File: config.mk
export PLATFORM = sky130hd
export DESIGN_NAME = div_sched
export DESIGN_NICKNAME = d
export VERILOG_FILES = /design/src/rtl/div_sched.sv
export SDC_FILE = /design/constraint.sdc
export NUM_CORES = 1
export LEC_CHECK = 0
export ABC_AREA = 0
export CORE_ASPECT_RATIO = 0.75
export CORE_UTILIZATION = 49
export CTS_CLUSTER_DIAMETER = 50
export DETAILED_ROUTE_END_ITERATION = 6
export PLACE_DENSITY = 0.75
export SLEW_MARGIN = 20
export SYNTH_ARGS = -nofsm -noshare
export SYNTH_HDL_FRONTEND = slang
export SYNTH_SLANG_ARGS = --single-unit
export TNS_END_PERCENT = 10
File: constraint.sdc
create_clock -name clk_in -period 2.3 [get_ports clk_in]
set_clock_uncertainty 0.05 [all_clocks]
set_input_delay 0.23 -clock clk_in [delete_from_list [all_inputs] [get_ports clk_in]]
set_output_delay 0.23 -clock clk_in [all_outputs]
set_load 0.02 [all_outputs]
File: src/rtl/div_sched.sv
// Programmable integer clock-enable divider with a tick pulse and a divided phase waveform.
// A ratio change requested while running is deferred to the next period boundary.
module div_sched #(
  parameter int CNT_WIDTH = 8,
  parameter int DEF_DIV   = 4
) (
  input  logic                 clk_in,
  input  logic                 rst,
  input  logic                 div_en,
  input  logic                 cfg_valid,
  input  logic [CNT_WIDTH-1:0] cfg_div,
  output logic                 cfg_ready,
  input  logic                 err_clr,
  output logic                 tick,
  output logic                 phase,
  output logic [CNT_WIDTH-1:0] cur_div,
  output logic                 busy,
  output logic                 err
);

  typedef enum logic [1:0] {
    IDLE = 2'd0,
    RUN  = 2'd1,
    PEND = 2'd2
  } state_t;

  localparam logic [CNT_WIDTH-1:0] DEF_RATIO = CNT_WIDTH'(DEF_DIV);
  localparam logic [CNT_WIDTH-1:0] MIN_RATIO = CNT_WIDTH'(2);

  state_t               state_q, state_d;
  logic [CNT_WIDTH-1:0] cnt_q, cnt_d;
  logic [CNT_WIDTH-1:0] cur_div_q, cur_div_d;
  logic [CNT_WIDTH-1:0] pend_div_q, pend_div_d;
  logic                 err_q, err_d;

  logic                 active;
  logic                 at_wrap;
  logic [CNT_WIDTH-1:0] high_len;
  logic                 cfg_accept;
  logic                 cfg_legal;
  logic                 cfg_illegal;

  // cur_div_q is never below 2, so cur_div_q - 1 cannot underflow.
  assign active      = (state_q != IDLE);
  assign at_wrap     = (cnt_q == (cur_div_q - 1'b1));
  assign high_len    = (cur_div_q >> 1) + {{(CNT_WIDTH-1){1'b0}}, cur_div_q[0]};
  assign cfg_accept  = cfg_valid && cfg_ready;
  assign cfg_legal   = cfg_accept && (cfg_div >= MIN_RATIO);
  assign cfg_illegal = cfg_accept && (cfg_div < MIN_RATIO);

  assign cfg_ready = (state_q != PEND);
  assign busy      = (state_q == PEND);
  assign tick      = active && at_wrap;
  assign phase     = active && (cnt_q < high_len);
  assign cur_div   = cur_div_q;
  assign err       = err_q;

  always_comb begin
    state_d    = state_q;
    cnt_d      = cnt_q;
    cur_div_d  = cur_div_q;
    pend_div_d = pend_div_q;
    err_d      = err_q;

    // An illegal request landing together with a clear keeps the flag set.
    if (err_clr) begin
      err_d = 1'b0;
    end
    if (cfg_illegal) begin
      err_d = 1'b1;
    end

    unique case (state_q)
      IDLE: begin
        cnt_d = '0;
        if (cfg_legal) begin
          cur_div_d = cfg_div;
        end
        if (div_en) begin
          state_d = RUN;
        end
      end

      RUN: begin
        if (!div_en) begin
          state_d = IDLE;
          cnt_d   = '0;
          if (cfg_legal) begin
            cur_div_d = cfg_div;
          end
        end else begin
          cnt_d = at_wrap ? '0 : cnt_q + 1'b1;
          if (cfg_legal) begin
            pend_div_d = cfg_div;
            state_d    = PEND;
          end
        end
      end

      PEND: begin
        // The boundary tick itself still belongs to the old ratio.
        if (!div_en || at_wrap) begin
          cur_div_d = pend_div_q;
          cnt_d     = '0;
          state_d   = div_en ? RUN : IDLE;
        end else begin
          cnt_d = cnt_q + 1'b1;
        end
      end

      default: begin
        state_d = IDLE;
        cnt_d   = '0;
      end
    endcase
  end

  always_ff @(posedge clk_in) begin
    if (rst) begin
      state_q    <= IDLE;
      cnt_q      <= '0;
      cur_div_q  <= DEF_RATIO;
      pend_div_q <= DEF_RATIO;
      err_q      <= 1'b0;
    end else begin
      state_q    <= state_d;
      cnt_q      <= cnt_d;
      cur_div_q  <= cur_div_d;
      pend_div_q <= pend_div_d;
      err_q      <= err_d;
    end
  end

endmodule

==> results.yml, run 1 <==
outcome:
  outcome: "finished, violations left"
  violations: "setup timing"
synth:
  synth_area_leader_cell: "dfxtp_1"
  synth_edf_count: 0
  yosysMostFrequentCell: "dfxtp_1"
  synth_area_um2: 1914
  syn_nets: 239
  ys_async_sr_fraction_pct: 0
  ys_seq_elements: 27
  ys.flop_type: "dfxtp_1"
  synth_area_leaders: "dfxtp_1, ha_1, mux2i_1"
  yosysWarningCount: 0
  syn_inst: 211
  synth.distinct_cells: 55
  yosysSeqAreaShare_pct: 28.24
  avgSynthCellArea_um2: 9.073
  yosysTopAreaCellShare_pct: 28.24
  synth_common_cells: "dfxtp_1, nor2_1, mux2i_1"
routing:
  wl_per_cell_um: 14.69
  drt_iter0_drc: 59
  vias: 1768
  wl_met1_um: 2420
  met2WireLength_um: 2087
  wl_met3_um: 189
  top_layer: "met4"
  drc: 0
  drt_first_pass_iters: 4
  drt_wl_total_um: 4716
  ant_nets: 0
  drt-vias-per-instance: 5.508
die:
  fp.coreArea_um2: 3709
  num_rows: 19
  pin_count: 26
  die_x_um: 74.18
  die_h_um: 56.13
  initial_core_util_pct: 51.62
  die-area_um2: 4163
clock_tree:
  root_buffer: "clkbuf_8"
  cts_max_level: 1
  cts_buffer_depth: 2
  clk_latency_ns: 0.27
  clkTransAtPathRegs_ns: 0.10
  cts_sinks: 27
  cts_tree: "built"
  postCtsHoldBufs: 0
  numCtsBuffers: 3
sta:
  hold_viol_final: 0
  fin_ws_ns: -0.2477
  setup_viol: 12
  layout_min_cycle_time_ns: 2.548
  rsz0062_at_grt: "yes"
  tightest_slew_ns: 0.5394
  finalSetupTns_ns: -1.031
  clock.fmax_mhz: 392.5
  relSlewSlack_pct: 64.00
  finalMaxSlewViolations: 0
  fin_crit_sh_pct: 110.8
pwr:
  total_power_w: 0.001770
  power.density_nw_per_um2: 667.4
  power.leakage_nw: 1.023
  ir_drop_mv: 0.5575
final_layout:
  final_cells: 321
  fin_nets: 298
  num_antenna_cells: 0
  utilization_pct: 71.53
  layout-drive-gt1-share_pct: 31.60
  stdcell_area_um2: 2653
  area_growth_pct: 38.56
  nFillCells: 285
setup_path:
  r2r_slack_ns: -0.16
  reg2regPathDepth: 10
  reg2reg_to: "state_q[0]"
  cp.arrival_ns: 2.27
  worst_ep_required_time_ns: 2.02
  cp-end-kind: "output pin"
  start_kind: "register"
  critical_path_peak_fanout: 2
  worstReg2RegStart: "cur_div[0]"
  worstSetupPathType: "reg2out"
worst_hold_path:
  hold_path_class: "reg2reg"
  hold_end: "pend_div_q[2]"
  hold_depth: 2
  hold_path_startpoint: "pend_div_q[2]"
job:
  drv_cap: 0
global_route:
  grt_overflow_total: 0
  grt_use_total_pct: 24.56
  grt_max_degree: 16
  grt_pass1_vias: 1659
  antenna_found_initial: 0
  grt_pass1_wl_um: 7769
placed_design:
  placed_area_um2: 2479
  io_buffers: 25
  dp.final_hpwl_um: 3496
  dp.cells: 316
  place.gp.congestion: 0.7964
[timing repair]
item                       in CTS  in global routing
resized for setup              27                  4
setup endpoints to repair      12                 20
pin swaps                      10                  8
setup buffers                   1                  0
[per-layer routing]
metal,GRT usage (%),vias up
met1,37.12,846
met5,0,-
met2,36.88,32
met3,4.891,2
met4,2.473,0
li1,-,888
[kinds of logic (layout without fill, tap and decap cells)]
family / Yosys count / count (layout) / synth area share (%)
and+or+nand+nor: 68 / 68 / 19.28
AOI/OAI and AO/OA: 43 / 43 / 19.28
DFF: 27 / 27 / 28.24
xor gates and xnor gates: 20 / 20 / 9.150
buffers and inverters: 20 / 78 / 4.706
muxes: 18 / 18 / 9.542
adders and majority gates: 15 / 15 / 9.804
[worst max-delay path, stage by stage (launching register included)]
cell,delay (ns)
dfxtp_2,0.35
ha_4,0.17
ha_4,0.27
inv_4,0.03
ha_4,0.20
a21o_1,0.14
a21o_1,0.18
a211oi_2,0.23
o21bai_1,0.11
a31oi_2,0.13
buf_4,0.16
[registers in the layout, summed over array words and instances (netlist names)]
name,flops
cnt_q,8
cur_div,8
pend_div_q,8
state_q,2
err,1
[where the power goes]
group	internal (W)	total [W]	switching, W
Combinational	0.000466	0.000935	0.000469
Sequential	0.000517	0.000560	0.0000431
Clock	0.000122	0.000276	0.000154
[metrics by stage]
| step | hold slack [ns] | setup slack, ns |
|---|---|---|
| floorplan | 0.3084 | 0.01138 |
| global placement | 0.4040 | -0.4644 |
| detailed placement | 0.4086 | -0.5058 |
| CTS | 0.4330 | -0.2546 |
| global route | 0.4863 | -0.3117 |
| finish | 0.4408 | -0.2477 |
[worst max-delay path by stage]
stage                     depth (start not counted)       start  slack, ns  endpoint
after floorplan                                   9  cur_div[0]       0.01     phase
after global placement                           10  cur_div[0]      -0.46     phase
after detailed placement                         10  cur_div[0]      -0.51     phase
after CTS                                        10  cur_div[1]      -0.25     phase
after global routing                             10  cur_div[0]      -0.31     phase
final                                            10  cur_div[0]      -0.25     phase
[cell usage in the layout (no fill, tap or decap), types with 2 or more instances in the layout]
cell	Yosys	final
o21ai_0	2	2
a21o_1	3	3
inv_1	9	8
and3_1	3	2
nor2_1	20	18
nor3_1	4	4
xor2_1	11	11
nand4_1	5	5
a31oi_2	0	7
ha_1	15	12
dfxtp_2	0	3
o41ai_2	2	2
or2_2	2	2
a211oi_2	7	8
dfxtp_1	27	24
nand3_1	7	7
clkdlybuf4s50_1	0	23
nand2b_1	2	2
nor2b_1	2	2
buf_4	1	41
ha_4	0	3
nor2_2	1	3
clkbuf_8	0	3
a21oi_1	2	2
mux2i_1	16	16
xnor2_1	9	9
nand2_1	11	11
o311ai_2	0	2
a31oi_1	10	3
[area by class of cell]
type	count	area [um2]	share of cell area [%]
clock inverters	1	5.005	0.1887
flip-flops and latches	27	544.3	20.52
repair buffers	65	543.0	20.47
clock buffers	3	41.29	1.557
inverters	9	36.28	1.368
multi-input cells	164	1418	53.44
well taps	52	65.06	2.453
Note: power is estimated with default switching activity, not from simulation.
==> run 2: changes to the inputs <==
Settings changed: SETUP_SLACK_MARGIN from default to 0.2.
==> run 2 against run 1 <==
Compared with the run above: the run still ends with setup timing left; wire length rose by 1.9%; sequential share of layout area rose by 0.16 points; critical path depth did not move; core utilization rose by 0.10 points; maximum frequency rose by 1.7%; via count rose by 0.40%; clock power rose by 12%; non-clock buffer count fell by 2; die area did not move; first-iteration DRC count rose by 8.5%; combinational power rose by 1%; cell area rose by 0.14%; largest cell class unchanged; highest routed layer unchanged.
==> results.yml, run 2 (same netlist as run 1, synthesis figures left out) <==
outcome:
  outcome: "finished, violations left"
  violations: "setup timing"
setup_path:
  worstSetupPathType: "reg2out"
  worst_ep_required_time_ns: 2.02
  cpPeakStageDelay_ns: 0.37
  crit_path_frequent_cell: "ha_4"
  cp_top_family: "compound AO/OA/AOI/OAI gates"
  start_kind: "register"
  critical_path_peak_fanout: 3
  critPathSlowestCell: "dfxtp_4"
  cp-end-kind: "output pin"
  path_buf_inv: 2
  cp.arrival_ns: 2.23
  crit_chain: "ha_4 > ha_4 > inv_2 > ha_4 > a21o_1 > a21o_1 > a211oi_2 > o21bai_1 > a31oi_2 > buf_4"
sta:
  finalSetupTns_ns: -0.3658
  fin_ws_ns: -0.2051
  hold_viol_final: 0
  relSlewSlack_pct: 71.69
  layout_min_cycle_time_ns: 2.505
  clock.fmax_mhz: 399.2
  rsz0062_at_grt: "yes"
  finalMaxSlewViolations: 0
  setup_viol: 4
  tightest_slew_ns: 0.4201
  fin_crit_sh_pct: 108.9
pwr:
  ir_drop_mv: 0.4099
  pwr-share-seq_pct: 30.8
  p_int_w: 0.001115
  power.leakage_nw: 1.034
  power.density_nw_per_um2: 683.5
  p_sw_w: 0.0007004
  netSwitchingFraction_pct: 38.58
  power.share.clock_pct: 17.0
  power_frac_comb_pct: 52.2
clock_tree:
  cts_setup_buffers: 0
  clk_latency_ns: 0.29
  clkTransAtPathRegs_ns: 0.11
  numCtsBuffers: 3
  cts_max_level: 1
  cts_tree: "built"
  postCtsHoldBufs: 0
  cts_buffer_depth: 2
  cts_sinks: 27
  root_buffer: "clkbuf_8"
final_layout:
  num_antenna_cells: 0
  fin_nets: 296
  area_growth_pct: 38.76
  nFillCells: 290
  mostFrequentLayoutCells: "buf_4, dfxtp_1, clkdlybuf4s50_1, nor2_1, mux2i_1"
  layout-drive-gt1-share_pct: 31.84
  stdcell_area_um2: 2656
  final_common_cell: "buf_4"
die:
  num_rows: 19
  die_x_um: 74.18
  pin_count: 26
  fp.coreArea_um2: 3709
  die-area_um2: 4163
  die_h_um: 56.13
  initial_core_util_pct: 51.62
placed_design:
  pre_cts_ws_ns: -0.3808
  placed_area_um2: 2507
  dp.final_hpwl_um: 3423
  io_buffers: 25
  place.gp.congestion: 0.8518
routing:
  drt_wl_total_um: 4805
  vias: 1775
  drt_first_pass_iters: 5
  drc: 0
  drt-vias-per-instance: 5.564
  ant_nets: 0
  wl_per_cell_um: 15.06
  drt_iter0_drc: 64
job:
  drv_cap: 0
global_route:
  grt_pass1_vias: 1645
  grt_use_total_pct: 24.69
  antenna_found_initial: 0
  grt_max_degree: 18
  grt_overflow_total: 0
  grt_pass1_wl_um: 7817
worst_hold_path:
  hold_path_class: "reg2reg"
-- run 2: cell count changes in the layout (fill, tap and decap cells not counted), moves of 2 or more --
| cell | delta |
|---|---|
| ha_1 | -2 |
| a31oi_2 | -3 |
| buf_4 | -2 |
| inv_2 | +3 |
| a31oi_1 | +3 |
| dfxtp_4 | +2 |
| dlymetal6s2s_1 | +2 |
| inv_1 | -2 |
| clkdlybuf4s50_1 | -2 |
| dfxtp_2 | -2 |
-- run 2: path summary, 6_finish.rpt --
check	from	to	slack, ns	cells past startpoint
max reg2reg	cur_div[2]	state_q[0]	-0.10	8
min	pend_div_q[2]	pend_div_q[2]	0.44	2
min reg2reg	pend_div_q[2]	pend_div_q[2]	0.44	2
max	cur_div[1]	phase	-0.21	10
-- run 2: stage by stage --
stage	hold slack, ns	power (W)	std cells	util, %
global placement	0.4042	0.001428	315	67.61
global route	0.4566	0.001925	319	71.63
finish	0.4437	0.001816	319	71.63
CTS	0.4419	0.001777	319	70.41
detailed placement	0.4144	0.001444	315	67.61
floorplan	0.3084	0.001108	211	-
-- run 2: tightest hold or removal path, delay by kind of cell, from the launching register on --
kind             cells  cell delay, ns
flip-flops           1            0.34
AND/OR/NAND/NOR      1            0.06
multiplexers         1            0.07
-- run 2: what timing repair did --
item                                    CTS  global route
gates resized for setup                  20            11
pin swaps                                 2             1
endpoints found under the setup margin   12            19
-- run 2: area by class of cell --
class	count	area, um2	area share, %
clock buffer	3	41.29	1.554
inverter	9	33.78	1.272
tap	52	65.06	2.449
timing repair buffer	63	539.3	20.30
sequential	27	549.3	20.68
clock inverter	1	8.758	0.3297
multi-input combinational	164	1419	53.41
-- run 2: power by group through the flow --
| stage | sequential [W] | clock, W | combinational (W) |
|---|---|---|---|
| after global routing | 0.000566 | 0.000340 | 0.00102 |
| after CTS | 0.000558 | 0.000312 | 0.000907 |
| final | 0.000558 | 0.000309 | 0.000948 |
| after global placement | 0.000565 | 0 | 0.000862 |
| after floorplan | 0.000616 | 0 | 0.000492 |
| after detailed placement | 0.000567 | 0 | 0.000878 |
-- run 2: routing by layer --
metal / up-vias / GRT usage (%) / wire [um]
li1: 883 / - / -
met1: 841 / 35.47 / 2331
met2: 46 / 36.49 / 2203
met3: 5 / 5.435 / 230
met4: 0 / 7.418 / 40
met5: - / 0 / 0
